==> config.mk <==
export PLATFORM = sky130hd
export DESIGN_NAME = em_pipe_stage
export DESIGN_NICKNAME = d
export VERILOG_FILES = /design/src/rtl/em_pkg.sv /design/src/rtl/em_skid_slot.sv /design/src/rtl/em_pipe_stage.sv
export SDC_FILE = /design/constraint.sdc
export NUM_CORES = 1
export LEC_CHECK = 0
export ABC_AREA = 1
export CORE_MARGIN = 1.5
export CORE_UTILIZATION = 44
export CTS_BUF_LIST = sky130_fd_sc_hd__clkbuf_8
export DETAILED_ROUTE_END_ITERATION = 12
export PLACE_DENSITY_LB_ADDON = 0.12
export SETUP_SLACK_MARGIN = 0.1
export SLEW_MARGIN = 20
export SYNTH_ARGS = -nofsm -noshare
export SYNTH_HDL_FRONTEND = slang
export SYNTH_SLANG_ARGS = --single-unit
==> constraint.sdc <==
create_clock -name clk -period 1.5 [get_ports clk]
set_input_delay 0.375 -clock clk [delete_from_list [all_inputs] [get_ports clk]]
set_output_delay 0.375 -clock clk [all_outputs]
set_load 0.01 [all_outputs]
==> src/rtl/em_pkg.sv <==
// Shared definitions for the EX/MEM pipeline stage: default widths, control-bit
// indices and the packed EX/MEM bundle type.
package em_pkg;

  localparam int unsigned EM_CTRL_W = 7;
  localparam int unsigned EM_DATA_W = 16;
  localparam int unsigned EM_ADDR_W = 16;
  localparam int unsigned EM_RNUM_W = 3;
  localparam int unsigned EM_CNT_W  = 16;

  // Control-bit positions within the ctrl bundle
  localparam int unsigned WB_BIT = 0;
  localparam int unsigned MEM_RD = 1;
  localparam int unsigned MEM_WR = 2;

  typedef struct packed {
    logic [EM_CTRL_W-1:0] ctrl;
    logic [EM_DATA_W-1:0] result;
    logic [EM_ADDR_W-1:0] addr;
    logic [EM_RNUM_W-1:0] rnum;
    logic [EM_DATA_W-1:0] rval;
    logic [EM_DATA_W-1:0] sp;
  } em_bundle_t;

endpackage

==> src/rtl/em_skid_slot.sv <==
// One-entry skid slot for the EX/MEM stage: a bundle register plus valid bit.
// Write has priority over read so a move-out and a new fill can share a cycle.
module em_skid_slot
  import em_pkg::*;
#(
  parameter int unsigned W = 64
) (
  input  logic         clk,
  input  logic         reset,
  input  logic         flush_i,
  input  logic         wr_i,
  input  logic         rd_i,
  input  logic [W-1:0] data_i,
  output logic         valid_o,
  output logic [W-1:0] data_o
);

  logic         valid_q, valid_d;
  logic [W-1:0] data_q, data_d;

  // Next-state for the slot contents and occupancy
  always_comb begin
    valid_d = valid_q;
    data_d  = data_q;
    if (flush_i) begin
      valid_d = 1'b0;
    end else if (wr_i) begin
      valid_d = 1'b1;
      data_d  = data_i;
    end else if (rd_i) begin
      valid_d = 1'b0;
    end
  end

  // Slot register, synchronous active-low reset
  always_ff @(posedge clk) begin
    if (!reset) begin
      valid_q <= 1'b0;
      data_q  <= '0;
    end else begin
      valid_q <= valid_d;
      data_q  <= data_d;
    end
  end

  assign valid_o = valid_q;
  assign data_o  = data_q;

endmodule

==> src/rtl/em_pipe_stage.sv <==
// EX/MEM pipeline stage with valid/ready handshake, stall, flush, forwarding tap
// and saturating bubble counter. Define EM_SKID_BUFFER_EN to add a one-entry skid
// slot, which removes the out_ready -> in_ready combinational path.
module em_pipe_stage
  import em_pkg::*;
#(
  parameter int unsigned CTRL_W = EM_CTRL_W,
  parameter int unsigned DATA_W = EM_DATA_W,
  parameter int unsigned ADDR_W = EM_ADDR_W,
  parameter int unsigned RNUM_W = EM_RNUM_W,
  parameter int unsigned WB_BIT = em_pkg::WB_BIT,
  parameter int unsigned CNT_W  = EM_CNT_W
) (
  input  logic              clk,
  input  logic              reset,
  input  logic              in_valid,
  output logic              in_ready,
  input  logic              stall,
  input  logic              flush,
  input  logic [CTRL_W-1:0] ctrl_in,
  input  logic [DATA_W-1:0] result_in,
  input  logic [ADDR_W-1:0] addr_in,
  input  logic [RNUM_W-1:0] rnum_in,
  input  logic [DATA_W-1:0] rval_in,
  input  logic [DATA_W-1:0] sp_in,
  output logic              out_valid,
  input  logic              out_ready,
  output logic [CTRL_W-1:0] ctrl_out,
  output logic [DATA_W-1:0] result_out,
  output logic [ADDR_W-1:0] addr_out,
  output logic [RNUM_W-1:0] rnum_out,
  output logic [DATA_W-1:0] rval_out,
  output logic [DATA_W-1:0] sp_out,
  output logic              fwd_valid,
  output logic [RNUM_W-1:0] fwd_rnum,
  output logic [DATA_W-1:0] fwd_value,
  output logic [CNT_W-1:0]  bubble_cnt
);

  localparam int unsigned BW = CTRL_W + ADDR_W + RNUM_W + 3 * DATA_W;

  logic [BW-1:0]     in_bus;
  logic [BW-1:0]     main_q, main_d;
  logic              main_valid_q, main_valid_d;
  logic [CNT_W-1:0]  bubble_q, bubble_d;
  logic [CTRL_W-1:0] ctrl_r;
  logic              accept;

  assign in_bus = {ctrl_in, result_in, addr_in, rnum_in, rval_in, sp_in};
  assign accept = in_valid & in_ready;

`ifdef EM_SKID_BUFFER_EN
  logic          skid_valid, skid_wr, skid_rd;
  logic [BW-1:0] skid_data;

  em_skid_slot #(
    .W (BW)
  ) u_skid (
    .clk     (clk),
    .reset   (reset),
    .flush_i (flush),
    .wr_i    (skid_wr),
    .rd_i    (skid_rd),
    .data_i  (in_bus),
    .valid_o (skid_valid),
    .data_o  (skid_data)
  );

  assign in_ready = !flush && !stall && !skid_valid;

  // Main register refills from the skid slot first so order is preserved
  always_comb begin
    main_valid_d = main_valid_q;
    main_d       = main_q;
    skid_wr      = 1'b0;
    skid_rd      = 1'b0;
    if (flush) begin
      main_valid_d = 1'b0;
    end else if (!main_valid_q || out_ready) begin
      if (skid_valid) begin
        main_d       = skid_data;
        main_valid_d = 1'b1;
        skid_rd      = 1'b1;
        skid_wr      = accept;
      end else if (accept) begin
        main_d       = in_bus;
        main_valid_d = 1'b1;
      end else begin
        main_valid_d = 1'b0;
      end
    end else if (accept) begin
      skid_wr = 1'b1;
    end
  end
`else
  assign in_ready = !flush && !stall && (!main_valid_q || out_ready);

  // Load on accept, empty on drain, kill on flush
  always_comb begin
    main_valid_d = main_valid_q;
    main_d       = main_q;
    if (flush) begin
      main_valid_d = 1'b0;
    end else if (accept) begin
      main_d       = in_bus;
      main_valid_d = 1'b1;
    end else if (out_ready) begin
      main_valid_d = 1'b0;
    end
  end
`endif

  // Count empty-output cycles, saturating at all-ones
  always_comb begin
    bubble_d = bubble_q;
    if (!main_valid_q && (bubble_q != {CNT_W{1'b1}})) begin
      bubble_d = bubble_q + CNT_W'(1);
    end
  end

  // Stage registers, synchronous active-low reset
  always_ff @(posedge clk) begin
    if (!reset) begin
      main_valid_q <= 1'b0;
      main_q       <= '0;
      bubble_q     <= '0;
    end else begin
      main_valid_q <= main_valid_d;
      main_q       <= main_d;
      bubble_q     <= bubble_d;
    end
  end

  assign {ctrl_r, result_out, addr_out, rnum_out, rval_out, sp_out} = main_q;

  // A bubble carries all-zero control so downstream sees a NOP
  assign ctrl_out   = ctrl_r & {CTRL_W{main_valid_q}};
  assign out_valid  = main_valid_q;
  assign fwd_valid  = main_valid_q & ctrl_r[WB_BIT];
  assign fwd_rnum   = rnum_out;
  assign fwd_value  = result_out;
  assign bubble_cnt = bubble_q;

endmodule

==> results.ini, run 1 <==
[detailed_routing]
vias=4630
drt-total-wl_microns=16200
drcViolationCount=0
wl_per_cell_microns=18.4
viasPerCell=5.26
drtAntennaViolNets=0
first_pass_iters=4
drtIter0Drc=146

[setup_path]
cp_max_fo=5
crit_chain=buf_6 > buf_6 > inv_4 > o21a_4 > buf_12 > nand2_8 > buf_12 > buf_8 > buf_12 > clkbuf_16 > nand2_2 > a21oi_2
cpMostUsedCell=buf_12
cpMaxStageDelayCell=dfxtp_4
end_kind=flip-flop
worstPathRequired_ps=1750
reg2reg_from=out_valid
crit_type=flip-flop to flip-flop
r2r_slack_ps=-200
crit_buf_inv=8
setup.worst_path.start=out_valid
r2r_end=main_q[61]
cp_top_family=buffers and inverters
max_stage_delay_ps=350
reg2reg_depth=12
crit_path_start_kind=flip-flop
crit_arrival_ps=1950

[placement]
portBuffers=191
hpwlAfterDp_microns=8010
placed_area_sq_mm=0.00577
gp_congestion=0.789

[floorplan]
die_h_microns=103
coreArea_sq_mm=0.00973
start_util_pct=45.3
dieArea_sq_mm=0.0106
dieWidth_microns=103
ios=192
core.rowCount=36

[clock_network]
clock_latency_ps=360
numCtsBuffers=9
cts.sinks=91
cts-hold-fix-buffers=0
clock_path_buffers=2
cts_root_buffer=clkbuf_8
h-tree-depth=3
path_clk_slew_ps=90
tritoncts=done

[flow_run]
drv_cap=0

[yosys]
synth_area_leaders=dfxtp_1 (41%), buf_4 (15%), nand2_1 (10%), nand3_1 (9.8%), a21oi_1 (9.7%)
yosys.area.top_type=dfxtp_1
synthTopCellsByCount=nand2_1 (123), dfxtp_1 (91), buf_4 (89)
synth-edff-count=0
muxShareOfSynthArea_pct=0
ys_ff_latch=91
synth-async-reset-ratio_pct=0
synth_cells=587
synthSimpleGateAreaFrac_pct=26.6
yosysWarnings=0
synth-seq-area-share_pct=41.4
synth_compound_area_share_pct=10.0
synth_ff_type=dfxtp_1
yosysMostFrequentCell=nand2_1
synth_top_family_by_area=simple AND/OR/NAND/NOR gates
synth_area_sq_mm=0.00441
synth_fp_nets=668
synth.avg_cell_area_sq_um=7.51
synth_fa_ha_area_share_pct=0.284
synth_xor_area_share_pct=0
yosysUniqueCellTypes=23
synth_top_area_share_pct=41.4

[run_status]
violations=setup timing
status=finished with violations

[hold_path]
min_delay_path_depth=3
hold_end=main_q[37]
worstHoldPathType=input pin to flip-flop
worstHoldStart=in_valid

[finish]
finish.instance_area_sq_mm=0.00790
num_antenna_cells=0
finish.utilization_pct=81.1
fillers=600
final_nets=823
drive_gt1_share_pct=51.1
syn2layout_area_growth_pct=79.2

[sta]
grt_setup_unrepaired=true
fin_crit_ps=1700
slew_violations=0
tightest_slew_ps=369
post-route-period-util_pct=114
setup_viol=98
final_hold_viol_count=0
relSlewSlack_pct=75.4
whs_ps=459
fmax_ghz=0.587
fin_skew_ps=12.7
setup_slack_ps=-203

[global_routing]
grtUsageTotal_pct=26.6
grt_start_max_net_pins=39
grt_remaining_overflow=0
grt_pass1_vias=4238
antenna_found_initial=0
grt_pass1_wl_microns=21900

[power_and_ir_drop]
vdd_ir_drop_max_mv=0.642
p_leak_nw=3.22
p_per_area_mw_per_mm2=689

## flip-flops by register name, indices dropped and copies added (netlist names)
register / flops
out_valid: 1
bubble_cnt: 16
main_q: 74
## cells in the final DEF, fill, tap and decap left out, types with 24 or more instances in the layout
cell,netlist,final
a21oi_2,0,63
nand2_2,3,43
buf_4,89,24
nand2_4,0,43
dlygate4sd2_1,0,32
dfxtp_1,91,50
clkdlybuf4s50_1,0,78
clkdlybuf4s15_1,0,47
nand3_2,2,25
nor2_1,39,24
dfxtp_2,0,32
nand2_1,123,39
nand3_1,86,60
## metrics by stage
stage               power (mW)  setup WS, ps  cells  setup TNS, ps
global placement          3.30          -466    806         -31230
global route              5.61          -238    880         -15120
detailed placement        3.31          -481    806         -32040
finish                    5.44          -203    880         -11320
CTS                       5.31          -164    870          -8860
floorplan                 2.96           145    587              0
## timing repair
item	4_1_cts	5_1_grt
gates resized for setup	355	267
pin swaps	26	37
setup endpoints to repair	201	181
setup buffers	34	16
gates cloned	15	4
## worst reg2reg max path, delay by kind of cell (launching register included)
kind	cells	cell delay, ps
AO/OA/AOI/OAI	2	180
buffers and inverters	8	950
flip-flops	1	350
AND/OR/NAND/NOR	2	120
## where the power goes
group / internal, mW / leakage, nW / total [mW] / switching [mW]
sequential: 2.48 / 0.761 / 2.55 / 0.0738
clock: 0.921 / 0.110 / 1.84 / 0.916
combinational: 0.578 / 2.35 / 1.05 / 0.471
## metal layers
metal  GRT usage (%)  part of all wire, %  vias to the layer above
met5               0                    0                        -
met4            6.96                  2.1                        0
met3            6.64                  7.0                       32
met2            45.6                   52                      216
met1            33.5                   39                     2225
li1                -                    -                     2157
## cell families after synthesis
logic type / Yosys count
AOI/OAI and AO/OA: 87
adders and majority gates: 1
buffers and inverters: 145
DFF: 91
and+or+nand+nor: 263
## area by class of cell
class / instances / area (sq um) / area share (%)
Sequential cell: 91 / 1900 / 24.0
Clock inverter: 4 / 55.1 / 0.697
Clock buffer: 12 / 165 / 2.09
Timing Repair Buffer: 265 / 2900 / 36.7
Tap cell: 133 / 166 / 2.11
Inverter: 21 / 83.8 / 1.06
Multi-Input combinational cell: 354 / 2630 / 33.4
## worst max path at each step
stage,end,depth (start not counted)
after floorplan,bubble_cnt[12],8
after global placement,in_ready,4
after detailed placement,main_q[23],7
after CTS,main_q[37],12
after global routing,main_q[52],12
final,main_q[61],12
No activity file was read; power rests on OpenSTA's default activity.
==> inputs of run 2 (changes only) <==
--- a/config.mk
+++ b/config.mk
@@ -6,8 +6,9 @@
 export NUM_CORES = 1
 export LEC_CHECK = 0
 export ABC_AREA = 1
+export CAP_MARGIN = 10
 export CORE_MARGIN = 1.5
-export CORE_UTILIZATION = 44
+export CORE_UTILIZATION = 39
 export CTS_BUF_LIST = sky130_fd_sc_hd__clkbuf_8
 export DETAILED_ROUTE_END_ITERATION = 12
 export PLACE_DENSITY_LB_ADDON = 0.12
==> constraint.sdc (replaced) <==
create_clock -name clk -period 1.45 [get_ports clk]
set_input_delay 0.3625 -clock clk [delete_from_list [all_inputs] [get_ports clk]]
set_output_delay 0.3625 -clock clk [all_outputs]
set_load 0.01 [all_outputs]
==> results.ini, run 2 (same netlist as run 1, synthesis figures left out) <==
[detailed_routing]
first_pass_iters=4  ; unchanged
drcViolationCount=0  ; unchanged
viasPerCell=4.99  ; -5.2%
drtIter0Drc=206  ; +41%
wl_per_cell_microns=16.1  ; -13%
wl_met1_microns=5690  ; -10%
drtAntennaViolNets=0  ; unchanged
top_layer_used=met4
wl_met2_microns=7060  ; -16%
vias=4378  ; -5.4%
wl_met3_microns=1140  ; +0.62%
drt-total-wl_microns=14100  ; -13%

[sta]
fin_crit_ps=1550
tightest_slew_ps=323  ; -46.2 ps
fin_skew_ps=5.94  ; -6.81 ps
setup_viol=63  ; -36%
setup_slack_ps=-103  ; +100 ps
setup_tns_ps=-4050  ; +7260 ps
final_hold_viol_count=0  ; unchanged
relSlewSlack_pct=78.4  ; +3.0 points
fmax_ghz=0.644
grt_setup_unrepaired=true
slew_violations=0  ; unchanged
post-route-period-util_pct=107

[run_status]
status=finished with violations
violations=setup timing

[finish]
final_nets=815  ; -0.97%
syn2layout_area_growth_pct=57.9
layout_common_cells=nand2_1 (105), clkdlybuf4s50_1 (78), nand3_1 (76)
ff_latch_area_sq_mm=0.00190  ; +0.20%
final_cells=878  ; -0.23%
num_antenna_cells=0  ; unchanged
largest_reg_flops=74  ; unchanged
multi_input_area_sq_mm=0.00204  ; -22%
drive_gt1_share_pct=44.0  ; -7.1 points
largest-register=main_q
final_common_cell=nand2_1
fillers=928  ; +55%

[setup_path]
reg2reg_from=out_valid
worstPathRequired_ps=1090  ; -660 ps
crit_buf_inv=2  ; -6
crit_type=input pin to primary output
max_stage_delay_ps=440  ; +90 ps
cpMaxStageDelayCell=clkdlybuf4s50_1
r2r_end=main_q[70]
crit_chain=clkdlybuf4s50_1 > nor2_1 > o21a_4 > buf_6
reg2reg_depth=8  ; -4
cp_top_family=buffers and inverters
crit_path_start_kind=input pin
cp_max_fo=2  ; -3
crit_arrival_ps=1190  ; -760 ps
r2r_slack_ps=-40  ; +160 ps
end_kind=primary output

[clock_network]
tritoncts=done
clock_path_buffers=2  ; unchanged
cts_root_buffer=clkbuf_8
cts.sinks=91  ; unchanged
path_clk_slew_ps=80  ; about the same
clock_latency_ps=380  ; +20 ps
h-tree-depth=3  ; unchanged
numCtsBuffers=9  ; unchanged

[floorplan]
dieArea_sq_mm=0.0119  ; +12%
start_util_pct=40.3  ; -5.0 points
coreArea_sq_mm=0.0109  ; +12%
die_h_microns=109  ; +6.0%
core.rowCount=38  ; +5.6%
dieWidth_microns=109  ; +6.0%
ios=192  ; unchanged

[global_routing]
grt_start_max_net_pins=54  ; +38%
grtUsageTotal_pct=22.2  ; -4.4 points
grt_pass1_wl_microns=20300  ; -7.4%
grt_remaining_overflow=0  ; unchanged
grt_pass1_vias=4071  ; -3.9%
antenna_found_initial=0  ; unchanged

[placement]
gp_congestion=0.804  ; +1.8%
hpwlAfterDp_microns=7910  ; -1.3%
post-place-cells=817  ; +1.4%
portBuffers=191  ; unchanged

[hold_path]
worstHoldStart=main_q[20]
hold_end=main_q[20]
worstHoldPathType=flip-flop to flip-flop
min_delay_path_depth=2  ; -1

[power_and_ir_drop]
vdd_ir_drop_max_mv=0.872  ; +36%
p_per_area_mw_per_mm2=756  ; +9.8%
p_leak_nw=2.89  ; -10%

[flow_run]
drv_cap=0  ; unchanged

-- run 2: worst max path at each step --
stage / from / endpoint / slack, ps / depth (start not counted)
4_1_cts: out_valid / in_ready / -100 / 3
3_3_place_gp: flush / in_ready / -480 / 4
2_1_floorplan: bubble_cnt[1] / bubble_cnt[12] / 120 / 8
5_1_grt: flush / main_q[53] / -150 / 9
6_report: flush / in_ready / -100 / 4
3_5_place_dp: flush / in_ready / -460 / 4
-- run 2: layer usage --
| metal | track usage (%) | up-vias |
|---|---|---|
| met3 | 8.19 | 22 |
| met2 | 38.0 | 171 |
| met5 | 0 | - |
| li1 | - | 2122 |
| met4 | 5.19 | 0 |
| met1 | 26.3 | 2063 |
-- run 2: worst reg2reg max path, cell delays in order (launching register included) --
cell and delay (ps):
dfxtp_4 420, inv_2 60, o21a_4 200, buf_6 160, nand2_8 130, buf_4 130
buf_12 120, nand2_1 60, a21oi_1 140
-- run 2: stage by stage --
stage	cell area [sq um]	hold slack, ps	setup WS, ps	power [mW]	utilization, %
2_1_floorplan	4410	439	116	3.07	-
3_3_place_gp	5860	445	-476	3.43	53.6
3_5_place_dp	5860	451	-461	3.44	53.6
4_1_cts	6790	464	-95.2	5.29	62.1
5_1_grt	6950	475	-149	5.48	63.6
6_report	6950	458	-103	5.26	63.6
-- run 2: cell type report --
| cell class | instances | area share (%) |
|---|---|---|
| repair buffers | 257 | 36.6 |
| multi-input cells | 354 | 29.4 |
| flip-flops and latches | 91 | 27.3 |
| well taps | 140 | 2.52 |
| clock buffers | 11 | 2.18 |
| inverters | 21 | 1.24 |
| clock inverters | 4 | 0.720 |
-- run 2: where the power goes --
part           total (mW)  leakage (nW)  internal [mW]  switching, mW
Combinational       0.853          2.03          0.480          0.373
Sequential           2.62         0.762           2.57         0.0558
Clock                1.79        0.0974          0.878          0.908
Total                5.26          2.89           3.92           1.34
-- run 2: timing repair --
item                       4_1_cts  5_1_grt
setup endpoints to repair      200      177
gates resized for setup        407      154
cloned                          10        0
hold buffers                     0        0
pin swaps                       11       27
setup buffers                   22       15
==> inputs of run 3 (changes only) <==
--- a/config.mk
+++ b/config.mk
@@ -10,6 +10,7 @@
 export CORE_MARGIN = 1.5
 export CORE_UTILIZATION = 39
 export CTS_BUF_LIST = sky130_fd_sc_hd__clkbuf_8
+export CTS_CLUSTER_SIZE = 28
 export DETAILED_ROUTE_END_ITERATION = 12
 export PLACE_DENSITY_LB_ADDON = 0.12
 export SETUP_SLACK_MARGIN = 0.1
==> results of run 3 <==
No change in the layout: final DEF, timing and power equal those of run 2.
